--- src/rtl/can_pkg.sv ---
// ----------------------------------------------------------------------------
// can_pkg
// Shared constants for the CAN / CAN-FD receive path.
//   - Bit-destuffer state encoding (OFF, DYN, FIXED, ERR)
//   - Default stuffing lengths and the stuff-count width
// ----------------------------------------------------------------------------
package can_pkg;

   // Destuffer FSM states.
   localparam logic [1:0] ST_OFF   = 2'd0;
   localparam logic [1:0] ST_DYN   = 2'd1;
   localparam logic [1:0] ST_FIXED = 2'd2;
   localparam logic [1:0] ST_ERR   = 2'd3;

   // Equal consecutive bits that force a dynamic stuff bit.
   localparam int STUFF_LEN_DEF = 5;
   // Data bits between fixed stuff bits in the FD CRC region.
   localparam int FIXED_LEN_DEF = 4;
   // Width of the modulo stuff-bit counter.
   localparam int CNT_W_DEF     = 3;

endpackage : can_pkg

--- src/rtl/bit_destuffer.sv ---
// ----------------------------------------------------------------------------
// bit_destuffer
// Watches the received CAN bit stream at every sample point, flags the bit
// that will be sampled next as a stuff bit so the frame controller can skip
// it, and raises a sticky error when a stuff bit has the wrong polarity.
// Handles classic dynamic stuffing, FD fixed stuffing in the CRC region and
// keeps a modulo count of accepted dynamic stuff bits.
//
// Ports
//   sp          in   sample-point clock, all updates on the rising edge
//   reset       in   asynchronous active-high reset
//   CAN_RX      in   received bus bit, valid at posedge sp
//   BS_onoff    in   destuffing enable
//   fixed_en    in   fixed-stuff mode request
//   isStuff     out  next sampled bit is a stuff bit (registered)
//   errorFlag   out  sticky stuff-rule violation (registered)
//   stuff_count out  accepted dynamic stuff bits, modulo 2^CNT_W
// ----------------------------------------------------------------------------
module bit_destuffer
   import can_pkg::*;
#(
   parameter int STUFF_LEN = STUFF_LEN_DEF,
   parameter int FIXED_LEN = FIXED_LEN_DEF,
   parameter int CNT_W     = CNT_W_DEF
) (
   input  logic             sp,
   input  logic             reset,
   input  logic             CAN_RX,
   input  logic             BS_onoff,
   input  logic             fixed_en,
   output logic             isStuff,
   output logic             errorFlag,
   output logic [CNT_W-1:0] stuff_count
);

   localparam int RUN_W  = $clog2(STUFF_LEN + 1);
   localparam int FCNT_W = $clog2(FIXED_LEN + 1);

   localparam logic [RUN_W-1:0]  RUN_MAX  = RUN_W'(STUFF_LEN);
   localparam logic [RUN_W-1:0]  RUN_ONE  = RUN_W'(1);
   localparam logic [FCNT_W-1:0] FCNT_MAX = FCNT_W'(FIXED_LEN);

   logic [1:0]        state_q, state_d;
   logic [RUN_W-1:0]  run_q,   run_d;
   logic              last_q,  last_d;
   logic [FCNT_W-1:0] fcnt_q,  fcnt_d;
   logic              stuff_q, stuff_d;
   logic              err_q,   err_d;
   logic [CNT_W-1:0]  cnt_q,   cnt_d;

   logic [RUN_W-1:0]  run_inc;
   logic [RUN_W-1:0]  run_new;
   logic [FCNT_W-1:0] fcnt_inc;
   logic              same_bit;

   always_comb begin
      state_d = state_q;
      run_d   = run_q;
      last_d  = last_q;
      fcnt_d  = fcnt_q;
      stuff_d = stuff_q;
      err_d   = err_q;
      cnt_d   = cnt_q;

      same_bit = (CAN_RX == last_q);
      // Run length saturates so it can never pass the stuff threshold.
      run_inc  = (run_q < RUN_MAX) ? run_q + 1'b1 : run_q;
      run_new  = same_bit ? run_inc : RUN_ONE;
      fcnt_inc = fcnt_q + 1'b1;

      if (state_q == ST_ERR) begin
         // Locked until reset; enables are ignored.
         stuff_d = 1'b0;
         err_d   = 1'b1;
      end else if (!BS_onoff) begin
         // Disable drops any pending stuff bit unchecked; count is kept.
         state_d = ST_OFF;
         stuff_d = 1'b0;
         run_d   = '0;
      end else if (state_q == ST_OFF) begin
         // The enabling edge already samples the first bit of the run.
         state_d = ST_DYN;
         run_d   = RUN_ONE;
         last_d  = CAN_RX;
         stuff_d = 1'b0;
      end else if (state_q == ST_DYN && fixed_en) begin
         // A pending dynamic stuff bit is checked here but not counted.
         if (stuff_q && same_bit) begin
            state_d = ST_ERR;
            err_d   = 1'b1;
            stuff_d = 1'b0;
         end else begin
            state_d = ST_FIXED;
            stuff_d = 1'b1;
            fcnt_d  = '0;
            last_d  = CAN_RX;
         end
      end else if (state_q == ST_FIXED && !fixed_en) begin
         state_d = ST_DYN;
         run_d   = RUN_ONE;
         last_d  = CAN_RX;
         stuff_d = 1'b0;
      end else if (state_q == ST_DYN) begin
         if (stuff_q) begin
            if (same_bit) begin
               state_d = ST_ERR;
               err_d   = 1'b1;
               stuff_d = 1'b0;
            end else begin
               // The stuff bit itself starts the next run.
               last_d  = CAN_RX;
               run_d   = RUN_ONE;
               cnt_d   = cnt_q + 1'b1;
               stuff_d = 1'b0;
            end
         end else begin
            run_d   = run_new;
            last_d  = CAN_RX;
            stuff_d = (run_new == RUN_MAX);
         end
      end else begin
         // FIXED, normal processing.
         if (stuff_q) begin
            if (same_bit) begin
               state_d = ST_ERR;
               err_d   = 1'b1;
               stuff_d = 1'b0;
            end else begin
               last_d  = CAN_RX;
               stuff_d = 1'b0;
               fcnt_d  = '0;
            end
         end else begin
            last_d  = CAN_RX;
            fcnt_d  = fcnt_inc;
            stuff_d = (fcnt_inc == FCNT_MAX);
         end
      end
   end

   always_ff @(posedge sp or posedge reset) begin
      if (reset) begin
         state_q <= ST_OFF;
         run_q   <= '0;
         last_q  <= 1'b1;
         fcnt_q  <= '0;
         stuff_q <= 1'b0;
         err_q   <= 1'b0;
         cnt_q   <= '0;
      end else begin
         state_q <= state_d;
         run_q   <= run_d;
         last_q  <= last_d;
         fcnt_q  <= fcnt_d;
         stuff_q <= stuff_d;
         err_q   <= err_d;
         cnt_q   <= cnt_d;
      end
   end

   assign isStuff     = stuff_q;
   assign errorFlag   = err_q;
   assign stuff_count = cnt_q;

endmodule : bit_destuffer
--- config.mk ---
export PLATFORM = sky130hd
export DESIGN_NAME = bit_destuffer
export DESIGN_NICKNAME = d
export VERILOG_FILES = /design/src/rtl/can_pkg.sv /design/src/rtl/bit_destuffer.sv
export SDC_FILE = /design/constraint.sdc
export NUM_CORES = 1
export LEC_CHECK = 0
export CORE_UTILIZATION = 47
export CTS_CLUSTER_SIZE = 16
export DETAILED_ROUTE_END_ITERATION = 16
export HOLD_SLACK_MARGIN = 0.06
export PLACE_DENSITY = 0.75
export SLEW_MARGIN = 20
export SYNTH_ARGS = -nofsm -noshare
export SYNTH_HDL_FRONTEND = slang
export SYNTH_SLANG_ARGS = --single-unit
--- constraint.sdc ---
create_clock -name sp -period 1.85 [get_ports sp]
set_clock_uncertainty 0.15 [all_clocks]
set_input_delay 0.555 -clock sp [delete_from_list [all_inputs] [get_ports sp]]
set_output_delay 0.555 -clock sp [all_outputs]
set_load 0.03 [all_outputs]
Yosys cells after proc, flatten, opt, wreduce, memory -nomap -nowiden
Cells that the tools add are included.

Reduce and logical (&&, ||, !) cells: 14. Add/subtract/negate cells: 3. Mux-type cells: 45. Bitwise operators: 5. Magnitude comparators: 1. Equality and inequality tests: 20.

Operators by type and width (number): $mux 3 (15); $mux 1 (24); $mux 2 (6); $ne 5x1->1 const B (2); $add 3x1->3 const B (3); $ne 3x3->1 const B (3); $reduce_and 4->1 (2); $reduce_and 8->1 (1); $reduce_and 7->1 (1); $eq 3x3->1 const B (2); $ne 2x2->1 const B (3); $ne 3x2->1 const B (2); $reduce_and 6->1 (1); $reduce_bool 3->1 (2); $ne 5x2->1 const B (1); $ne 5x3->1 const B (1); $not 1->1 (5); $eq 2x2->1 const B (2); $ne 4x1->1 const B (1); $logic_and 1x1->1 (3); $lt 3x3->1 const B (1); $reduce_and 3->1 (1); $eq 2x1->1 const B (1); $logic_not 2->1 (1); 4 further kinds (4).

Output and inout bits: 5. Logic and storage cells: 95. Register bits after elaboration: 14.

Logic depth before layout (Yosys ltp)
Depth after elaboration: 11. Depth in mapped cells: 5. Mapped depth without buffers: 5.

Worst setup path before layout
No wires, ideal clock.

Path type: register to register. Start: register stuff_q, in the netlist isStuff. End: register cnt_q[1], in the netlist stuff_count[1]. Data required time: 1572 ps. Period minus slack after synthesis: 1799 ps. Path slack: 51 ps. Setup time: 128 ps. Data arrival time: 1521 ps. Cell stages (with the launch flop): 5. Buffers on the path: 1. Cells stage by stage: dfrtp_1 > clkbuf_1 > nand3b_1 > nor4_4 > mux2_1.

Longest elaborated chain between the ends: 1.

RTL lines: from (decl) (RTL line bit_destuffer.sv:47) `logic stuff_q, stuff_d;`; from (signal assigned) (RTL line bit_destuffer.sv:155) `stuff_q <= stuff_d;`; $reduce_and 8->1 (no source line); to (signal assigned) (RTL line bit_destuffer.sv:157) `cnt_q <= cnt_d;`; to (decl) (RTL line bit_destuffer.sv:49) `logic [CNT_W-1:0] cnt_q, cnt_d;`.

Every way passes these cells. A chain may end at the register's enable or synchronous reset.

Final worst setup path
Start: register cnt_q[0], in the netlist stuff_count[0]. End: output stuff_count[0].

RTL lines: to (decl) (RTL line bit_destuffer.sv:33) `output logic [CNT_W-1:0] stuff_count`.

No word-level cell between the ends.

==> flow_metrics.tcl <==
set metrics [dict create \
    fill_cells 148 \
    dp_cells 124 \
    path_cells "dlygate4sd2_1" \
    seq_area_um2 352 \
    slew_headroom 0.756 \
    cts_tree "yes" \
    synth.avg_cell_area_um2 10.5 \
    fin_crit_ps 1790 \
    setup_viol 0 \
    wl_per_cell_um 12.1 \
    cp_slowest_stage_delay_ps 410 \
    insertion_delay_ps 290 \
    start_util 0.507 \
    layout_common_cells "dfrtp_1, buf_4, nand2_1, dlygate4sd2_1, o21ai_0" \
    hold-worst-slack_ps 320 \
    syn-num-nets 93 \
    critPathSlowestCell "dlygate4sd2_1" \
    antenna_cells 0 \
    overflow 0 \
    dp_hpwl_um 1160 \
    vias_per_cell 5.03 \
    powerDensity_nw_per_um2 969 \
    slew_viol_final 0 \
    cts-root-buf "clkbuf_4" \
    drive_gt1_frac 0.269 \
    die_h_um 45.4 \
    area_growth_syn_to_layout_pct 22.6 \
    antenna_found_initial 0 \
    dieArea_um2 2060 \
    cp.required_ps 1140 \
    fmaxAchievable_mhz 558 \
    ys_types 33 \
    mostFrequentLayoutCell "dfrtp_1" \
    drt_first_pass_iters 4 \
    yosysSeqAreaShare 0.397 \
    grt_pass1_vias 622 \
    detail-route-antenna-nets 0 \
    core_um2 1750 \
    ir_worst_vdd_uv 739 \
    multi_input_area_um2 495 \
    die_x_um 45.4 \
    clock_path_buffers 2 \
    nNetsFinal 114 \
    cts_sinks 14 \
    syn_inst 84 \
    arrival_ps 1090 \
    grt_setup_unrepaired "no" \
    maxCapViolations 0 \
    synth_edf_count 0 \
    drc 0 \
    numCtsBuffers 3 \
    cts.clk_slew.worst_paths_ps 80 \
    io_buffer_count 9 \
    crit_type "register to output pin" \
    ys_ff_latch 14 \
    fin_crit_sh 0.968 \
    rows 15 \
    instances_no_fill 129 \
    cp_top_family "buffers and inverters" \
    end_kind "output pin" \
    synth_flop_cell "dfrtp_1" \
    wl_um 1560 \
    yosys_warnings 0 \
    htree_levels 1 \
    setup_tns_ps 0 \
    p_leak_nw 0.508 \
    cts_hold_buffers 0 \
    drt_iter0_drc 8 \
    worst-slew-pin-transition_ps 361 \
    crit_fanout 3 \
    io_pins 10 \
    gr-usage-all-layers 0.189 \
    async_flop_share 1.00 \
    timing_hold_violations_final 0 \
    grt_max_degree 15 \
    grt_pass1_wl_um 2680 \
    netlist_area_um2 885 \
    worstSetupStartpointType "register" \
    vias 649 \
    gp_congestion 0.803 \
    cp_num_buf_inv 1 \
    hold_path_class "register to register" \
    status "finished clean" \
]
-- synth_stat cells, types with 2 or more instances --
| cell | n | area share |
|---|---|---|
| mux2_4 | 3 | 0.051 |
| nor2_1 | 5 | 0.021 |
| buf_2 | 3 | 0.017 |
| ha_1 | 4 | 0.057 |
| nor2b_1 | 3 | 0.021 |
| nor3_1 | 2 | 0.011 |
| nand2_1 | 9 | 0.038 |
| xor2_1 | 2 | 0.020 |
| mux2_1 | 3 | 0.038 |
| o21ai_0 | 6 | 0.034 |
| dfrtp_1 | 13 | 0.37 |
| mux2_2 | 3 | 0.038 |
| a21oi_1 | 4 | 0.023 |
| inv_1 | 5 | 0.021 |
-- metrics by stage --
| step | utilization | worst slack (ps) | instance area, um^2 | power, mW |
|---|---|---|---|---|
| after detailed placement | 0.607 | -497 | 1060 | 0.876 |
| after floorplan | - | 51.4 | 885 | 0.749 |
| after global placement | 0.607 | -438 | 1060 | 0.855 |
| after global routing | 0.622 | 1.82 | 1080 | 1.13 |
| after CTS | 0.622 | 47.2 | 1080 | 1.06 |
| final | 0.622 | 59.3 | 1080 | 1.05 |
-- where the power goes --
group | internal (mW) | switching (mW) | total [mW]
Combinational | 0.205 | 0.200 | 0.404
Sequential | 0.379 | 0.0806 | 0.460
Clock | 0.0840 | 0.103 | 0.187
-- cell type report --
class | count | share of cell area
inverters | 5 | 0.0173
clock buffers | 4 | 0.0242
flip-flops and latches | 14 | 0.324
well taps | 25 | 0.0288
repair buffers | 20 | 0.149
multi-input cells | 61 | 0.457
-- layer usage --
metal  GRT usage  wire [um]  up-vias
met5           0          0        -
met1       0.254        764      303
met2       0.274        716        9
li1            -          -      332
met4       0.127         46        0
met3      0.0357         36        5
-- cell families (layout without fill, tap and decap cells) --
| group | count (synthesis) | after routing | synth area share |
|---|---|---|---|
| and+or+nand+nor | 26 | 26 | 0.180 |
| AOI/OAI and AO/OA | 17 | 17 | 0.124 |
| DFF | 14 | 14 | 0.397 |
| muxes | 10 | 10 | 0.139 |
| buffers and inverters | 9 | 29 | 0.0424 |
| adders and majority gates | 4 | 4 | 0.0566 |
| xor gates and xnor gates | 4 | 4 | 0.0608 |
-- state kept, by name (all words and copies together), names as in the netlist --
name / flops
state_q: 2
fcnt_q: 3
run_q: 3
stuff_count: 3
isStuff: 1
last_q: 1
errorFlag: 1
-- final timing paths --
kind | start | to | slack (ps) | depth (start not counted)
hold reg to reg | stuff_count[2] | stuff_count[2] | 320 | 1
setup / recovery | stuff_count[0] | stuff_count[0] | 60 | 1
hold / removal | stuff_count[2] | stuff_count[2] | 320 | 1
max in group asynchronous | reset | last_q | 910 | 3
setup reg to reg | run_q[0] | run_q[2] | 100 | 5
min in group asynchronous | reset | stuff_count[0] | 400 | 3
-- what timing repair did --
| action | 4_1_cts | 5_1_grt |
|---|---|---|
| hold endpoints to repair | 0 | 0 |
| buffers inserted | 1 | 0 |
| endpoints found under the setup margin | 13 | 0 |
| gates resized for setup | 7 | 0 |
Note: power is estimated with default switching activity, not from simulation.
